[src/rtl/hazard_stall_ctrl.sv]
// Front-end stall controller: per-class stall lengths for load/jump, hold on halt until resume.
// Optional STALL_PERF_CNT_EN adds saturating stall-cycle and halt-entry counters.
module hazard_stall_ctrl #(
    parameter int                OP_W       = 6,
    parameter logic [OP_W-1:0]   HLT_OPCODE = 6'h11,
    parameter logic [OP_W-1:0]   LD_OPCODE  = 6'h14,
    parameter logic [OP_W-1:0]   JMP_MATCH  = 6'h1C,
    parameter logic [OP_W-1:0]   JMP_MASK   = 6'h3C,
    parameter int                LD_CYCLES  = 1,
    parameter int                JMP_CYCLES = 2,
    parameter int                CNT_W      = 4
) (
    input  logic            clk,
    input  logic            reset,
    input  logic [OP_W-1:0] op,
    input  logic            op_valid,
    input  logic            resume,
    output logic            stall,
    output logic            stall_pm,
    output logic [1:0]      stall_cause,
    output logic            halted
`ifdef STALL_PERF_CNT_EN
    ,
    output logic [31:0]     perf_stall_cnt,
    output logic [15:0]     perf_halt_cnt
`endif
);

    typedef enum logic [1:0] {IDLE, CNT, REL, HALT} state_t;

    localparam logic [1:0]       C_NONE = 2'b00;
    localparam logic [1:0]       C_LD   = 2'b01;
    localparam logic [1:0]       C_JMP  = 2'b10;
    localparam logic [1:0]       C_HLT  = 2'b11;
    localparam logic [CNT_W-1:0] LD_N   = CNT_W'(LD_CYCLES);
    localparam logic [CNT_W-1:0] JMP_N  = CNT_W'(JMP_CYCLES);
    localparam logic [CNT_W-1:0] ONE    = CNT_W'(1);

    state_t           state, state_n;
    logic [CNT_W-1:0] cnt, cnt_n;
    logic [1:0]       cause_q, cause_n;
    logic             hit_hlt, hit_jmp, hit_ld;
    logic [CNT_W-1:0] hit_len;
    logic [1:0]       hit_cause;

    // A class configured with zero cycles can never match.
    assign hit_hlt = op_valid && (op == HLT_OPCODE);
    assign hit_jmp = op_valid && ((op & JMP_MASK) == JMP_MATCH) && (JMP_CYCLES != 0);
    assign hit_ld  = op_valid && (op == LD_OPCODE) && (LD_CYCLES != 0);

    always_comb begin
        state_n     = state;
        cnt_n       = cnt;
        cause_n     = cause_q;
        stall       = 1'b0;
        stall_cause = C_NONE;
        halted      = 1'b0;
        hit_len     = hit_jmp ? JMP_N : LD_N;
        hit_cause   = hit_jmp ? C_JMP : C_LD;
        if (!reset) begin
            case (state)
                IDLE: begin
                    if (hit_hlt) begin
                        stall       = 1'b1;
                        stall_cause = C_HLT;
                        state_n     = HALT;
                    end else if (hit_jmp || hit_ld) begin
                        stall       = 1'b1;
                        stall_cause = hit_cause;
                        if (hit_len == ONE) begin
                            state_n = REL;
                        end else begin
                            state_n = CNT;
                            cnt_n   = hit_len - ONE;
                            cause_n = hit_cause;
                        end
                    end
                end
                CNT: begin
                    stall       = 1'b1;
                    stall_cause = cause_q;
                    cnt_n       = cnt - ONE;
                    if (cnt == ONE) state_n = REL;
                end
                // Stalled op is still on the bus here; skipping detection avoids a retrigger.
                REL: state_n = IDLE;
                HALT: begin
                    stall       = 1'b1;
                    stall_cause = C_HLT;
                    halted      = 1'b1;
                    if (resume) state_n = REL;
                end
                default: state_n = IDLE;
            endcase
        end
    end

    always_ff @(posedge clk) begin
        if (reset) begin
            state    <= IDLE;
            cnt      <= '0;
            cause_q  <= C_NONE;
            stall_pm <= 1'b0;
        end else begin
            state    <= state_n;
            cnt      <= cnt_n;
            cause_q  <= cause_n;
            stall_pm <= stall;
        end
    end

`ifdef STALL_PERF_CNT_EN
    logic halt_entry;
    assign halt_entry = (state == IDLE) && (state_n == HALT);

    always_ff @(posedge clk) begin
        if (reset) begin
            perf_stall_cnt <= '0;
            perf_halt_cnt  <= '0;
        end else begin
            if (stall && (perf_stall_cnt != '1)) perf_stall_cnt <= perf_stall_cnt + 32'd1;
            if (halt_entry && (perf_halt_cnt != '1)) perf_halt_cnt <= perf_halt_cnt + 16'd1;
        end
    end
`endif

endmodule

[config.mk]
export PLATFORM = sky130hd
export DESIGN_NAME = hazard_stall_ctrl
export DESIGN_NICKNAME = d
export VERILOG_FILES = /design/src/rtl/hazard_stall_ctrl.sv
export SDC_FILE = /design/constraint.sdc
export NUM_CORES = 1
export LEC_CHECK = 0
export ABC_AREA = 1
export ABC_CLOCK_PERIOD_IN_PS = 2800
export BUFFER_PORTS_ARGS = -buffer_cell sky130_fd_sc_hd__buf_2
export CELL_PAD_IN_SITES_DETAIL_PLACEMENT = 1
export CELL_PAD_IN_SITES_GLOBAL_PLACEMENT = 1
export CORE_ASPECT_RATIO = 1.4
export CORE_UTILIZATION = 30
export CTS_BUF_LIST = sky130_fd_sc_hd__clkbuf_4 sky130_fd_sc_hd__clkbuf_8 sky130_fd_sc_hd__clkbuf_16
export CTS_CLUSTER_DIAMETER = 200
export CTS_CLUSTER_SIZE = 10
export DETAILED_ROUTE_END_ITERATION = 10
export PLACE_DENSITY = 0.77
export SLEW_MARGIN = 20
export SYNTH_ARGS = -nofsm -noshare
export SYNTH_HDL_FRONTEND = slang
export SYNTH_SLANG_ARGS = --single-unit
[constraint.sdc]
create_clock -name clk -period 2.8 [get_ports clk]
set_input_delay 0.56 -clock clk [delete_from_list [all_inputs] [get_ports clk]]
set_output_delay 0.56 -clock clk [all_outputs]
set_load 0.005 [all_outputs]
After elaboration in Yosys (flattened, before gate mapping)
Index checks and enable logic that the tools add are counted.

Register bits after elaboration: 9. Input port bits: 10. Word-level logic and storage cells: 54.

$add $sub $neg: 2. Eq/ne operators: 14. Mux-type cells: 22. Bitwise gates (word level): 2. Reduce and logical (&&, ||, !) cells: 10.

Operator list (count): $mux W2 (10); $eq A6 B5 Y1 const B (2); $mux W4 (3); $ne A2 B2 Y1 const B (5); $pmux W2 S4 (1); $pmux W4 S2 (1); $reduce_and A4 Y1 (2); $pmux W2 S3 (1); $mux W1 (5); $eq A2 B1 Y1 const B (2); $eq A2 B2 Y1 const B (2); $eq A4 B1 Y1 const B (1); $eq A4 B3 Y1 const B (1); $sub A4 B1 Y4 const B (1); $logic_and A1 B1 Y1 (3); $ne A3 B3 Y1 const B (1); $reduce_and A3 Y1 (1); $sub A2 B1 Y3 const B (1); $logic_not A2 Y1 (1); $not A1 Y1 (2); $pmux W1 S2 (1); $reduce_bool A2 Y1 (1); $reduce_or A2 Y1 (1); $logic_or A1 B1 Y1 (1).

Longest topological paths before layout
Gate-level depths: netlist (run 1).

Word-level depth: 8. Mapped depth: 8. Mapped depth without buffers: 8.

Worst setup path before layout (run 1)
OpenSTA, ideal clock, no wires.

Path kind: input to output. Start: in op[5]. End: out stall. Arrival: 1.205 ns. Setup slack: 1.035 ns. Stages: 7. Buffers on the path: 0. Cell sequence: inv_1 -> nand2_1 -> nor2_1 -> nand2_1 -> nand2_1 -> o21ai_1 -> a21oi_1.

Cells in the longest elaborated chain, start to end: 7.

RTL lines: start: declaration (line 15) `input logic [OP_W-1:0] op,`; $eq A6 B5 Y1 / $eq A4 B3 Y1 (equally long branches) (line 49, 48); $logic_and A1 B1 Y1, on equally long branches (line 49, 48); $logic_or A1 B1 Y1 (line 67) `end else if (hit_jmp || hit_ld) begin`; $mux W1 (line 67); $mux W1 (*) (line 63) `if (hit_hlt) begin`; $pmux W1 S2 (*) (line 61) `case (state)`; $mux W1 (*) (line 60) `if (!reset) begin`; end: declaration (line 18) `output logic stall,`.

Every way passes the cells marked *; elsewhere a longest branch is shown, timed or not.

Worst setup path after layout (run 1)
Same ends and word-level chain as after synthesis.

==> metrics.csv, run 1 <==
stage,metric,value,unit
outcome,status,"complete, no violations",
global_route,grtUsageTotal,17.0,%
place,port_buffers,14,
global_route,gr-total-overflow,0,
place,place_hpwl,1150,um
synthesis,synth_cells,85,
floorplanning,core.rowCount,18,
timing,fin_crit_sh,73.7,%
cells_and_area,final_cell_mix,"nand2_1, buf_2, inv_1, a21oi_1, dfxtp_1",
timing,worst_slew_pin_slew,0.279,ns
cts,postCtsSetupBuffers,0,
cts,cts_root_buf,clkbuf_4,
timing,hold_viol,0,
worst_hold_path,hold_class,reg2reg,
cts,clk_latency,0.27,ns
floorplanning,die_y,53.2,um
setup_path,cp.arrival,1.50,ns
cts,path_clk_slew,0.06,ns
cells_and_area,fill_cells,239,
setup_path,end_kind,output pin,
floorplanning,initial_core_util,32.0,%
detailed_routing,ant_nets,0,
timing,finClkSkew,0.00756,ns
detailed_routing,wl,1390,um
detailed_routing,wl_per_cell,11.4,um
cells_and_area,layout_commonest_cell,nand2_1,
detailed_routing,firstDrtPassIters,2,
global_route,grt_pass1_wl,2380,um
synthesis,syn_nets,97,
timing,min_period,2.06,ns
cts,postCtsHoldBufs,0,
floorplanning,fp.coreArea,0.00176,mm2
synthesis,synth-seq-cells,9,
global_route,grt_pass1_vias,585,
synthesis,synthDistinctLibCells,22,
cells_and_area,finish.net_count,115,
pwr,leakagePower,0.000332,uW
timing,grt_setup_unrepaired,no,
synthesis,yosys_warnings,0,
cells_and_area,fin_cells,122,
timing,slew_headroom,81.2,%
place,post-place-ws,0.718,ns
detailed_routing,drt_iter0_markers,1,
detailed_routing,vias,593,
setup_path,crit_fanout,3,
timing,setup_slack,0.737,ns
setup_path,crit_required,2.24,ns
pwr,ir_drop,0.227,mV
timing,slew_violations,0,
cts,cts-resized-gates,0,
floorplanning,io_pins,15,
setup_path,cp-start-kind,input port,
cts,cts_buffer_depth,2,
global_route,antenna_found_initial,0,
setup_path,worstSetupPathType,in2out,
cts,cts_tree,done,
job,maxCapViolations,0,
cells_and_area,drive_above_1_share,30.4,%
synthesis,syn_area,562,um2
cells_and_area,n_antenna_cell,0,
detailed_routing,vias_per_cell,4.86,
synthesis,seq_area_frac_synth,32.1,%
cts,cts_sinks,9,
synthesis,synth_area_per_cell,6.61,um2
cts,htreeDepth,1,
floorplanning,die-area,0.00205,mm2
timing,setup_viol,0,
floorplanning,die-width,38.6,um
pwr,p_per_area,671,mW/mm2
detailed_routing,drc,0,
global_route,grt_max_degree,11,
cells_and_area,areaGrowthSynthToFinish,21.6,%
place,place_congestion,0.784,
cts,cts-buffers-inserted,3,
timing,max_freq,485,MHz
timing,fin_tns_setup,0,ns
place,placedCellCount,118,
[synthesized netlist by cell type]
library cell	count	area, um2
o21ai_0	1	5.00
dfxtp_1	9	180
o21ai_2	1	8.76
nand3_1	3	15.0
a21boi_2	1	11.3
nand3_2	1	10.0
nor3_2	1	10.0
a21oi_2	1	8.76
nor2_2	5	31.3
clkbuf_1	1	3.75
nor3_1	1	5.00
o21ai_1	6	30.0
inv_1	13	48.8
o211ai_1	1	7.51
inv_2	2	7.51
a21oi_1	9	45.0
or2_1	1	6.26
ha_1	2	25.0
nand2_1	18	67.6
nand4_1	1	6.26
nor2_1	6	22.5
nand2_2	1	6.26
[report_power, final]
part           switching [uW]  internal, uW
clock network            49.3          64.8
logic                     104          64.2
registers                25.6           151
[sequential cells by signal, summed over array words and instances, names as in the netlist]
register	flops
cnt	4
cause_q	2
state	2
stall_pm	1
[per-stage QoR]
step | hold slack (ns) | utilization, % | total power [uW] | cell area, um2
6_report | 0.464 | 38.9 | 458 | 683
5_1_grt | 0.497 | 38.9 | 500 | 683
4_1_cts | 0.465 | 38.9 | 468 | 683
3_5_place_dp | 0.455 | 37.2 | 351 | 653
3_3_place_gp | 0.462 | 37.2 | 344 | 653
2_1_floorplan | 0.430 | - | 303 | 562
[routing by layer]
layer	up-vias	global-route usage, %	part of all wire [%]
met5	-	0	0
met1	271	17.5	40
met3	5	2.52	2.2
met2	13	29.7	54
li1	304	-	-
met4	0	12.1	3.5
[worst max-delay path: stages]
cell	delay, ns
buf_2	0.09
inv_1	0.04
nand2_1	0.08
nor2_1	0.15
nand2_1	0.13
nand2_1	0.11
o21ai_1	0.09
a21oi_1	0.13
buf_2	0.12
[cell families after synthesis]
logic type / Yosys count / synth area share [%]
DFF: 9 / 32.1
adders and majority gates: 2 / 4.45
AOI/OAI and AO/OA: 20 / 20.7
buffers and inverters: 16 / 10.7
and+or+nand+nor: 38 / 32.1
[path summary, 6_finish.rpt]
| path | slack [ns] | start | cells past startpoint | to |
|---|---|---|---|---|
| worst min-delay path | 0.46 | cause_q[1] | 2 | cause_q[1] |
| worst max register to register | 1.59 | state[1] | 7 | state[0] |
| worst min register to register | 0.46 | cause_q[1] | 2 | cause_q[1] |
| worst max-delay path | 0.74 | op[5] | 9 | stall |
[layout make-up]
cell class	instances	area (um2)	area share [%]
Timing Repair Buffer	14	70.1	10.3
Inverter	15	56.3	8.24
Clock buffer	4	30.0	4.40
Sequential cell	9	180	26.4
Multi-Input combinational cell	60	322	47.1
Tap cell	20	25.0	3.66
No activity file was read; power rests on OpenSTA's default activity.
==> run 2, diff against run 1 <==
- ABC_AREA: 1 -> 0
- ABC_CLOCK_PERIOD_IN_PS: 2800 -> 1750
- CORE_ASPECT_RATIO: 1.4 -> default
- PLACE_DENSITY: 0.77 -> 0.78
- clock period: 2.8 -> 1.75 ns (I/O delays scaled with it)
==> run 2 against run 1 <==
The flow now finishes with violations (setup timing). Via count decreased by 5.6%. Area after synthesis shrank 10%. Non-clock buffer count up 10. Cell area rose by 4.0%. Die area fell by 9.9%. Core utilization rose by 7.2 points. Highest routed layer is now met3.
==> metrics.csv, run 2 <==
stage,metric,value,unit
outcome,status,finished with violations,
outcome,violations,setup timing,
cells_and_area,drive_above_1_share,37.2,%
detailed_routing,vias_per_cell,5.49,
cells_and_area,finalInstanceArea,711,um2
global_route,antenna_found_initial,0,
global_route,gr-total-overflow,0,
synthesis,syn_area,504,um2
timing,setup_slack,-0.0612,ns
detailed_routing,drc,0,
worst_hold_path,hp-start,reset,
cells_and_area,largest_reg_flops,4,
pwr,p_comb_share,16.4,%
timing,finClkSkew,0.00318,ns
job,maxCapViolations,0,
cts,postCtsHoldBufs,0,
cells_and_area,finish.net_count,99,
setup_path,worstSetupPathType,in2out,
cells_and_area,regMostFlops,cnt,
timing,fin_crit_sh,103,%
cts,cts_buffer_depth,2,
pwr,power,480,uW
pwr,p_sw,125,uW
timing,worst_slew_pin_slew,0.374,ns
cts,cts-buffers-inserted,3,
global_route,grt_pass1_wl,2520,um
global_route,grt_max_degree,12,
detailed_routing,firstDrtPassIters,4,
cells_and_area,final_cell_mix,"buf_2, buf_4, dfxtp_1, nor2_1, a21oi_1",
floorplanning,die_y,43.0,um
synthesis,yosys.area.top_type_share,35.7,%
cells_and_area,fill_cells,201,
timing,fin_tns_setup,-0.0612,ns
synthesis,synthArstFlopShare,0,%
pwr,ir_drop,0.401,mV
synthesis,yosys_warnings,0,
timing,min_period,1.81,ns
synthesis,seq_area_frac_synth,35.7,%
floorplanning,die-area,0.00185,mm2
timing,slew_headroom,75.1,%
synthesis,yosys.area.top_type,dfxtp_1,
floorplanning,core.rowCount,14,
floorplanning,die-width,43.0,um
floorplanning,initial_core_util,32.7,%
timing,max_freq,552,MHz
pwr,leakagePower,0.000312,uW
pwr,p_int,355,uW
setup_path,crit_required,1.40,ns
cts,htreeDepth,1,
setup_path,cp-start-kind,input port,
cts,cts_tree,done,
floorplanning,io_pins,15,
detailed_routing,ant_nets,0,
place,place_congestion,0.741,
floorplanning,fp.coreArea,0.00154,mm2
cells_and_area,n_antenna_cell,0,
cts,clk_latency,0.27,ns
place,place_hpwl,1090,um
setup_path,timing.rr.start,cnt[1],
synthesis,synth_cells,61,
timing,setup_viol,1,
cells_and_area,areaGrowthSynthToFinish,40.9,%
synthesis,synth_commonest_cells,"dfxtp_1, nor2_1, a21oi_1, nor3_1, o21ai_0",
global_route,grt_pass1_vias,579,
synthesis,synth_edf_count,0,
timing,hold_viol,0,
cells_and_area,layout_commonest_cell,buf_2,
setup_path,critPathMaxStageDelay,0.50,ns
timing,hold_ws,0.369,ns
place,place_area,643,um2
synthesis,synth.most_common_cell,dfxtp_1,
detailed_routing,vias,560,
synthesis,synth.area.top_cells,"dfxtp_1, a21oi_1, ha_1",
cts,path_clk_slew,0.07,ns
detailed_routing,drt_iter0_markers,13,
synthesis,synth-seq-cells,9,
pwr,clock_power_share,38.5,%
setup_path,crit_slowest_cell,or4b_1,
worst_hold_path,hold_class,in2reg,
timing,slew_violations,0,
cells_and_area,reg_top3,"cnt: 4 flops, cause_q: 2 flops, state: 2 flops",
global_route,grtUsageTotal,18.3,%
synthesis,synth_area_per_cell,8.27,um2
synthesis,synthFlopType,dfxtp_1,
synthesis,synthDistinctLibCells,28,
timing,grt_setup_unrepaired,yes,
setup_path,crit_fanout,2,
pwr,p_per_area,675,mW/mm2
pwr,seqPwrFrac,45.1,%
detailed_routing,wl_per_cell,15.9,um
setup_path,end_kind,output pin,
place,post-place-ws,-0.138,ns
synthesis,syn_nets,73,
detailed_routing,wl,1620,um
setup_path,crit_chain,"buf_6, or4b_1, a211o_1, a21oi_1, buf_2",
cts,cts_sinks,9,
pwr,p_sw_share,26.1,%
cts,cts_root_buf,clkbuf_4,
place,port_buffers,14,
setup_path,critPathLaunch,op[3],
setup_path,cp.arrival,1.46,ns
-- run 2: cell count changes after synthesis, sizes merged, moves of 3 or more --
cell | before | now
nand2 | 19 | 3
inv | 15 | 3
nand3 | 4 | 1
a21oi | 10 | 5
o21ai | 8 | 4
nor2 | 11 | 6
-- run 2: power by group through the flow --
stage	registers, uW	clock network, uW	logic [uW]
finish	216	185	78.5
global placement	220	0	67.3
CTS	216	189	73.5
detailed placement	220	0	69.2
global route	217	196	86.3
floorplan	218	0	37.3
-- run 2: cell type report --
| type | count | area (um2) | area share (%) |
|---|---|---|---|
| well taps | 16 | 20.0 | 2.82 |
| repair buffers | 24 | 151 | 21.3 |
| inverters | 3 | 11.3 | 1.58 |
| clock buffers | 4 | 30.0 | 4.23 |
| multi-input cells | 46 | 317 | 44.5 |
| flip-flops and latches | 9 | 181 | 25.5 |
-- run 2: path summary, 6_finish.rpt --
check                                       to  slack (ns)  cells past startpoint
worst min register to register      cause_q[1]        0.47                      1
worst min-delay path                    cnt[1]        0.37                      2
worst max register to register        state[0]        0.27                      5
worst max-delay path            stall_cause[1]       -0.06                      5
-- run 2: cell families (layout without fill, tap and decap cells) --
logic type                 count (synthesis)  after routing  share of synthesized area [%]
xor gates and xnor gates                   1              1                           1.74
AOI/OAI and AO/OA                         18             18                           23.3
muxes                                      1              1                           1.99
and+or+nand+nor                           24             24                           27.8
adders and majority gates                  2              2                           4.96
buffers and inverters                      6             31                           4.47
DFF                                        9              9                           35.7
-- run 2: per-stage QoR --
step           utilization, %  std cells
3_3_place_gp             41.7         96
3_5_place_dp             41.7         96
5_1_grt                  46.1        102
2_1_floorplan               -         61
4_1_cts                  45.5        102
6_report                 46.1        102
-- run 2: what timing repair did --
action	4_1_cts	5_1_grt
setup buffers	2	0
resized for setup	2	2
hold endpoints to repair	0	0
setup endpoints to repair	2	2
pin swaps	6	1
-- run 2: critical path: cells and delay by family --
family                 cells  cell delay [ns]
and+or+nand+nor            1             0.50
buffers and inverters      2             0.21
AOI/OAI and AO/OA          2             0.40
-- run 2: routing by layer --
layer,global-route usage (%),routed length (um),vias up
met5,0,0,-
met1,21.2,698,278
met3,7.66,47,0
met2,31.5,874,5
met4,3.64,0,0
li1,-,-,277
